$ cat config.mk
export PLATFORM = sky130hd
export DESIGN_NAME = mcdt_demux
export DESIGN_NICKNAME = d
export VERILOG_FILES = /design/src/rtl/mcdt_pkg.sv /design/src/rtl/mcdt_rx_fifo.sv /design/src/rtl/mcdt_demux.sv
export SDC_FILE = /design/constraint.sdc
export NUM_CORES = 2
export LEC_CHECK = 0
export CORE_AREA = 2 2 491 493
export DETAILED_ROUTE_END_ITERATION = 10
export DIE_AREA = 0 0 493 495
export PLACE_DENSITY_LB_ADDON = 0.12
export SLEW_MARGIN = 20
export SYNTH_ARGS = -nofsm -noshare
export SYNTH_HDL_FRONTEND = slang
export SYNTH_SLANG_ARGS = --single-unit
$ cat constraint.sdc
create_clock -name clk_i -period 10.1 [get_ports clk_i]
set_input_delay 2.02 -clock clk_i [delete_from_list [all_inputs] [get_ports clk_i]]
set_output_delay 2.02 -clock clk_i [all_outputs]
set_load 0.005 [all_outputs]
$ cat src/rtl/mcdt_pkg.sv
// ============================================================================
// mcdt_pkg : channel count, id type and default sizes shared by mcdt blocks
// Revision : 1.0
// ============================================================================
`default_nettype none

package mcdt_pkg;

   localparam int NUM_CH = 3;

   typedef logic [1:0] ch_id_t;

   localparam ch_id_t ID_ILLEGAL = 2'd3;

   localparam int DEF_DW    = 32;
   localparam int DEF_DEPTH = 32;

endpackage : mcdt_pkg

`default_nettype wire

$ cat src/rtl/mcdt_rx_fifo.sv
// ============================================================================
// mcdt_rx_fifo : show-ahead synchronous FIFO, one per receive channel
// Revision     : 1.0
// ============================================================================
`default_nettype none

module mcdt_rx_fifo #(
   parameter int DW    = 32,
   parameter int DEPTH = 32,
   parameter int CW    = $clog2(DEPTH) + 1
) (
   input  logic          clk_i,
   input  logic          rst_i,
   input  logic          push_i,
   input  logic [DW-1:0] wdata_i,
   input  logic          pop_i,
   output logic [DW-1:0] rdata_o,
   output logic          empty_o,
   output logic          full_o,
   output logic [CW-1:0] count_o
);

   localparam int AW = $clog2(DEPTH);

   logic [DW-1:0] mem_q [DEPTH];
   logic [AW-1:0] wr_ptr_q, wr_ptr_d;
   logic [AW-1:0] rd_ptr_q, rd_ptr_d;
   logic [CW-1:0] count_q,  count_d;
   logic          do_push, do_pop;

   // A push into a full buffer is legal only when a pop frees the slot this cycle.
   always_comb begin
      do_pop   = pop_i & (count_q != '0);
      do_push  = push_i & ((count_q != CW'(DEPTH)) | do_pop);
      wr_ptr_d = wr_ptr_q;
      rd_ptr_d = rd_ptr_q;
      count_d  = count_q;
      if (do_push) wr_ptr_d = wr_ptr_q + AW'(1);
      if (do_pop)  rd_ptr_d = rd_ptr_q + AW'(1);
      case ({do_push, do_pop})
         2'b10:   count_d = count_q + CW'(1);
         2'b01:   count_d = count_q - CW'(1);
         default: count_d = count_q;
      endcase
   end

   always_ff @(posedge clk_i) begin
      if (rst_i) begin
         wr_ptr_q <= '0;
         rd_ptr_q <= '0;
         count_q  <= '0;
      end else begin
         wr_ptr_q <= wr_ptr_d;
         rd_ptr_q <= rd_ptr_d;
         count_q  <= count_d;
      end
   end

   always_ff @(posedge clk_i) begin
      if (do_push) mem_q[wr_ptr_q] <= wdata_i;
   end

   assign rdata_o = mem_q[rd_ptr_q];
   assign empty_o = (count_q == '0);
   assign full_o  = (count_q == CW'(DEPTH));
   assign count_o = count_q;

endmodule : mcdt_rx_fifo

`default_nettype wire

$ cat src/rtl/mcdt_demux.sv
// ============================================================================
// mcdt_demux : splits the multiplexed mcdt stream into three buffered channels
// Revision   : 1.0
// ============================================================================
`default_nettype none

module mcdt_demux
   import mcdt_pkg::*;
#(
   parameter int DW    = DEF_DW,
   parameter int DEPTH = DEF_DEPTH,
   parameter int CW    = $clog2(DEPTH) + 1
) (
   input  logic          clk_i,
   input  logic          rst_i,
   input  logic [DW-1:0] mcdt_data_i,
   input  logic          mcdt_val_i,
   input  ch_id_t        mcdt_id_i,
   output logic [DW-1:0] ch0_data_o,
   output logic          ch0_valid_o,
   input  logic          ch0_ready_i,
   output logic [CW-1:0] ch0_count_o,
   output logic [DW-1:0] ch1_data_o,
   output logic          ch1_valid_o,
   input  logic          ch1_ready_i,
   output logic [CW-1:0] ch1_count_o,
   output logic [DW-1:0] ch2_data_o,
   output logic          ch2_valid_o,
   input  logic          ch2_ready_i,
   output logic [CW-1:0] ch2_count_o,
   output logic [2:0]    ovf_o,
   output logic          bad_id_o,
   output logic [15:0]   drop_cnt_o,
   input  logic          clr_i
);

   logic [NUM_CH-1:0] ready, hit, push, pop, full, empty, drop_full;
   logic [DW-1:0]     rdata [NUM_CH];
   logic [CW-1:0]     count [NUM_CH];
   logic              bad_hit, drop_any;

   logic [2:0]  ovf_q,      ovf_d;
   logic        bad_id_q,   bad_id_d;
   logic [15:0] drop_cnt_q, drop_cnt_d;

   assign ready = {ch2_ready_i, ch1_ready_i, ch0_ready_i};

   always_comb begin
      hit       = '0;
      push      = '0;
      pop       = '0;
      drop_full = '0;
      for (int i = 0; i < NUM_CH; i++) begin
         hit[i]       = mcdt_val_i & (mcdt_id_i == ch_id_t'(i));
         pop[i]       = ready[i] & ~empty[i];
         push[i]      = hit[i] & (~full[i] | pop[i]);
         drop_full[i] = hit[i] & full[i] & ~pop[i];
      end
      bad_hit  = mcdt_val_i & (mcdt_id_i == ID_ILLEGAL);
      drop_any = bad_hit | (|drop_full);
   end

   generate
      for (genvar n = 0; n < NUM_CH; n++) begin : g_ch
         mcdt_rx_fifo #(
            .DW    (DW),
            .DEPTH (DEPTH),
            .CW    (CW)
         ) u_fifo (
            .clk_i   (clk_i),
            .rst_i   (rst_i),
            .push_i  (push[n]),
            .wdata_i (mcdt_data_i),
            .pop_i   (pop[n]),
            .rdata_o (rdata[n]),
            .empty_o (empty[n]),
            .full_o  (full[n]),
            .count_o (count[n])
         );
      end
   endgenerate

   // Clear wins over a concurrent drop, so that drop is lost from the statistics.
   always_comb begin
      ovf_d      = ovf_q | drop_full;
      bad_id_d   = bad_id_q | bad_hit;
      drop_cnt_d = drop_cnt_q;
      if (drop_any && (drop_cnt_q != 16'hFFFF)) drop_cnt_d = drop_cnt_q + 16'd1;
      if (clr_i) begin
         ovf_d      = '0;
         bad_id_d   = 1'b0;
         drop_cnt_d = '0;
      end
   end

   always_ff @(posedge clk_i) begin
      if (rst_i) begin
         ovf_q      <= '0;
         bad_id_q   <= 1'b0;
         drop_cnt_q <= '0;
      end else begin
         ovf_q      <= ovf_d;
         bad_id_q   <= bad_id_d;
         drop_cnt_q <= drop_cnt_d;
      end
   end

   assign ch0_data_o  = rdata[0];
   assign ch1_data_o  = rdata[1];
   assign ch2_data_o  = rdata[2];
   assign ch0_valid_o = ~empty[0];
   assign ch1_valid_o = ~empty[1];
   assign ch2_valid_o = ~empty[2];
   assign ch0_count_o = count[0];
   assign ch1_count_o = count[1];
   assign ch2_count_o = count[2];
   assign ovf_o       = ovf_q;
   assign bad_id_o    = bad_id_q;
   assign drop_cnt_o  = drop_cnt_q;

endmodule : mcdt_demux

`default_nettype wire

# --- Word level (Yosys, flattened, before mapping) ---
# Memory sizes are Yosys's and may differ from the RTL's. A register that Yosys moved wholly into a read port is not among the register bits.
# Cells that the tools add are included.
totals:
  regBits: 68
  ram_bits: 3072
  out_inout_bits: 137
  mem_count: 3
mem_list:
  columns: ["memory", "depth", "word_bits", "rd", "rd_clocked_by_memory_dff", "write_ports", "line_no", "text"]
  rows:
  - ["g_ch[0].u_fifo.mem_q", 32, 32, 1, 1, 1, "mcdt_rx_fifo.sv:25", "logic [DW-1:0] mem_q [DEPTH];"]
  - ["g_ch[1].u_fifo.mem_q", 32, 32, 1, 1, 1, "mcdt_rx_fifo.sv:25", null]
  - ["g_ch[2].u_fifo.mem_q", 32, 32, 1, 1, 1, "mcdt_rx_fifo.sv:25", null]
classes:
  add_sub_neg: 13
  eq_ne: 16
  muxes: 15
  bitwise_logic: 40
  n_reduce_logical: 13
ops:
  columns: ["operator", "count"]
  rows:
  - ["$pmux W6 S2", 3]
  - ["$add A5 B1 Y5 const B", 6]
  - ["$mux W5", 6]
  - ["$and A1 B1 Y1", 22]
  - ["$add A6 B1 Y6 const B", 3]
  - ["$eq A6 B6 Y1 const B", 3]
  - ["$logic_not A6 Y1", 3]
  - ["$ne A6 B6 Y1 const B", 3]
  - ["$reduce_bool A6 Y1", 3]
  - ["$sub A6 B1 Y6 const B", 3]
  - ["$add A16 B1 Y16 const B", 1]
  - ["$ne A16 B16 Y1 const B", 1]
  - ["$eq A2 B2 Y1 const B", 5]
  - ["$not A1 Y1", 9]
  - ["$eq A2 B1 Y1 const B", 4]
  - ["$or A1 B1 Y1", 8]
  - ["$mux W1", 6]
  - ["$reduce_bool A2 Y1", 3]
  - ["$or A3 B3 Y3", 1]
  - ["$reduce_or A3 Y1", 1]
  - ["$logic_not A2 Y1", 1]
  - ["$reduce_or A2 Y1", 1]
  - ["$logic_and A1 B1 Y1", 1]

# --- Logic depth before layout (Yosys ltp) ---
logic_depth:
  depth_word: 8
  depth_mapped: 13
  mapped_depth_nobuf: 11

# --- By module ---
# From an unflattened synthesis, not the netlist that was laid out.
hier_totals:
  cells_unflattened: 5009
  hier_area_um2: 121153.7
by_module_without_submodules:
  columns: ["mod", "n_inst", "cells_each", "area_per_inst_um2", "seq_area_each_um2"]
  rows:
  - ["mcdt_rx_fifo (g_ch[0].u_fifo ...)", 2, 1621, 39977.1, 31169.9]
  - ["mcdt_rx_fifo (g_ch[2].u_fifo)", 1, 1628, 40039.7, 31169.9]
  - ["mcdt_demux", 1, 139, 1159.9, 400.4]

# --- Worst setup path after synthesis ---
# OpenSTA, ideal clock, no wires.
synth_path:
  path_type: "input -> register"
  startpoint: "in mcdt_id_i[0]"
  endpoint: "mem g_ch[0].u_fifo.mem_q[31][0] (enable)"
  setup_ns: 0.421
  t_arrival_ns: 4.373
  setup_slack_ns: 5.306
  stages: 4
  path_buffers: 0
  path_cell_list: "or3b_1 a21oi_2 nand2_1 nor2_1"
synth_via:
  elab_chain_cells: 6
synth_rtl:
  columns: ["item", "line_no", "text"]
  rows:
  - ["start: declaration", "mcdt_demux.sv:18", "input ch_id_t mcdt_id_i,"]
  - ["$logic_not A2 Y1", "mcdt_demux.sv:54", "hit[i] = mcdt_val_i & (mcdt_id_i == ch_id_t'(i));"]
  - ["$and A1 B1 Y1", "mcdt_demux.sv:54", null]
  - ["$and A1 B1 Y1", "mcdt_demux.sv:56", "push[i] = hit[i] & (~full[i] | pop[i]);"]
  - ["$and A1 B1 Y1", "mcdt_rx_fifo.sv:34", "do_push = push_i & ((count_q != CW'(DEPTH)) | do_pop);"]
  - ["$mux W1", "mcdt_rx_fifo.sv:60", "if (do_push) mem_q[wr_ptr_q] <= wdata_i;"]
  - ["$mux W1 (implied by the code)", "mcdt_rx_fifo.sv:60", null]
  - ["end: declaration", "mcdt_rx_fifo.sv:25", null]
# Every way passes these cells.

==> reports/metrics.cfg <==
[run_status]
status=finished with violations
violations=design-rule violations

[floorplanning]
pin_count=178
die_x_um=493
start_util_pct=50.6
rows=180
dieArea_sq_mm=0.244
core_area_sq_mm=0.239
die_h_um=495

[setup_path]
cp_cell_sequence=buf_12 -> buf_4 -> mux4_2 -> mux2i_1 -> a221oi_1 -> clkdlybuf4s50_1
path_delay_family=buffers and inverters
cp_max_fo=101
worst_setup_path_start_kind=flip-flop
cp.arrival_ns=4.93
cpMaxStageDelayCell=dfxtp_4
rrSetupSlack_ns=6.63
crit_type=flip-flop to output port
crit_path_end_kind=output port
max_stage_delay_ns=0.96
crit_buf_inv=3
cp.required_ns=8.08
r2r-start=g_ch[2].u_fifo.count_o[2]

[clock_network]
clock-root-buffer=clkbuf_16
clock_latency_ns=0.96
clk_pin_slew_ns=0.06
cts_tree=done
hold_buffers=0
numCtsBuffers=339
cts_buffer_depth=4
cts_resized=0
cts_setup_buffers=0
htree_levels=5
clkSinkCount=3155

[synthesis]
netlist_area_sq_mm=0.121
yosys_register_bits=3155
synth_area_leaders=edfxtp_1 76%, mux4_2 14%, mux2i_1 3.3%
synth.distinct_cells=62
synth_edf_count=3072
synth_fp_nets=5359
yosysTopAreaCellShare_pct=76.2
yosys_most_used_dff=edfxtp_1
synth_seq_area_share_pct=77.6
synth_warnings=0
syn_area_per_cell_sq_um=22.9
synth_async_sr_flop_share_pct=0
synth_cells=5293
synth.largest_area_cell=edfxtp_1

[timing]
slew_violations=0
slew_headroom_pct=18.7
timing.final.crit_share_pct=68.8
grt_setup_unrepaired=false
clock_skew_ns=0.0613
setup_ws_ns=3.15
fin_crit_ns=6.95
tightest_slew_ns=1.22
setup_viol=0
hold_viol=0
fin_setup_tns_ns=0
max_clock_freq_mhz=144

[route]
vias_per_cell=6.16
ant_nets=0
first_pass_iters=8
drc_errors=20
avgRoutedWirePerCell_um=31.4
drt_iter0_drc=6189
routed_wl_um=286000
vias=56200

[grt]
track_usage_pct=23.5
grt_overflow=0
grt_max_degree=145
grt_pass1_vias=57600
antenna_found_initial=18
grt_pass1_wl_um=411000

[placement]
io_buffers=177
gp_congestion=0.751
dpl.hpwl_um=148000
preCtsSetupSlack_ns=3.93
post-place-cells=8514

[final_layout]
instances_no_fill=9120
drive_above_1_share_pct=26.1
fin_nets=5740
final_core_util_pct=57.8
area_growth_pct=14.2

[hold_path]
min_path_type=flip-flop to flip-flop
min_from=ovf_o[0]

[run]
maxCapViolCount=0

[power]
cellLeakagePower_nw=41.4
power_density_mw_per_mm2=222
vdd_ir_drop_max_v=0.000208

[cell usage after synthesis, drive strengths merged, types with 29 or more instances]
cell and instances:
edfxtp 3072, a221oi 98, mux2i 394, dfxtp 83
nand2 35, nor2 161, mux4 768, xor2 29
a22o 96, a21oi 29, clkbuf 150, buf 147
[per-stage QoR]
step / cell area [sq um] / total power [mW] / hold WS [ns]
after global placement: 128000 / 19.2 / 0.435
final: 138000 / 30.7 / 0.452
after floorplan: 121000 / 17.8 / 0.442
after global routing: 138000 / 31.8 / 0.484
after detailed placement: 128000 / 19.3 / 0.441
after CTS: 138000 / 31.1 / 0.452
[registers in the layout (all words and copies together) (netlist names), named ones only]
name / count
g_ch.u_fifo.rd_ptr_q: 15
ovf_o: 3
g_ch.u_fifo.wr_ptr_q: 15
bad_id_o: 1
g_ch.u_fifo.count_o: 18
g_ch.u_fifo.mem_q: 3072
drop_cnt_o: 16
[worst register-to-register path: stages (launching register included)]
cell     delay, ns
dfxtp_1       0.43
or4_1         0.61
o31a_1        0.52
ha_1          0.48
xor2_1        0.21
ha_1          0.22
a21oi_1       0.24
a32oi_1       0.14
a21oi_1       0.19
mux2_1        0.33
[power by group]
group          internal [mW]  switching (mW)
registers               14.4           0.200
logic                   2.15            2.14
clock network           6.95            4.87
[metal layers]
layer,GRT usage (%),routed length [um],vias to the layer above
li1,-,-,23400
met1,34.1,121000,30500
met2,37.0,137000,2011
met3,4.69,21700,396
met4,6.38,6990,0
met5,0,0,-
[cell type report]
type                       count  area (sq um)
fill                       17300        101000
tap                         3185          3990
clock buffer                 419          9040
inverter                      15          56.3
timing repair buffer         337          3130
antenna                       12          30.0
multi-input combinational   1826         26600
clock inverter               171          1450
sequential                  3155         93900
[logic make-up (layout without fill, tap and decap cells)]
family,Yosys count,after routing,share of synthesized area [%]
compound gates,269,269,1.79
xor+xnor,35,35,0.253
fa+ha+maj,25,25,0.258
buf+inv,312,942,1.12
flops,3155,3155,77.6
mux,1168,1168,17.6
other cells,0,12,0
simple gates,329,329,1.40
[path summary, 6_finish.rpt]
path,to,cells past startpoint
worst min register to register,ovf_o[0],2
worst max register to register,g_ch[2].u_fifo.count_o[4],9
worst min-delay path,ovf_o[0],2
worst max-delay path,ch1_data_o[4],6
[layout by cell type (no fill, tap or decap), types with 13 or more instances in the layout]
cell type and count:
edfxtp_1 3072, mux4_2 768, mux2i_1 394, clkbuf_16 347
buf_4 167, clkdlybuf4s50_1 144, nor2_4 98, a221oi_1 98
a22o_1 96, clkinv_1 81, dfxtp_1 74, clkbuf_1 63
nor2_1 61, clkinv_2 49, nand2_1 35, xor2_1 29
a21oi_1 27, ha_1 25, bufinv_16 25, nand4_1 16
inv_1 15, nand3b_1 13, or3_1 13, nand3_1 13
Note: power is estimated with default switching activity, not from simulation.
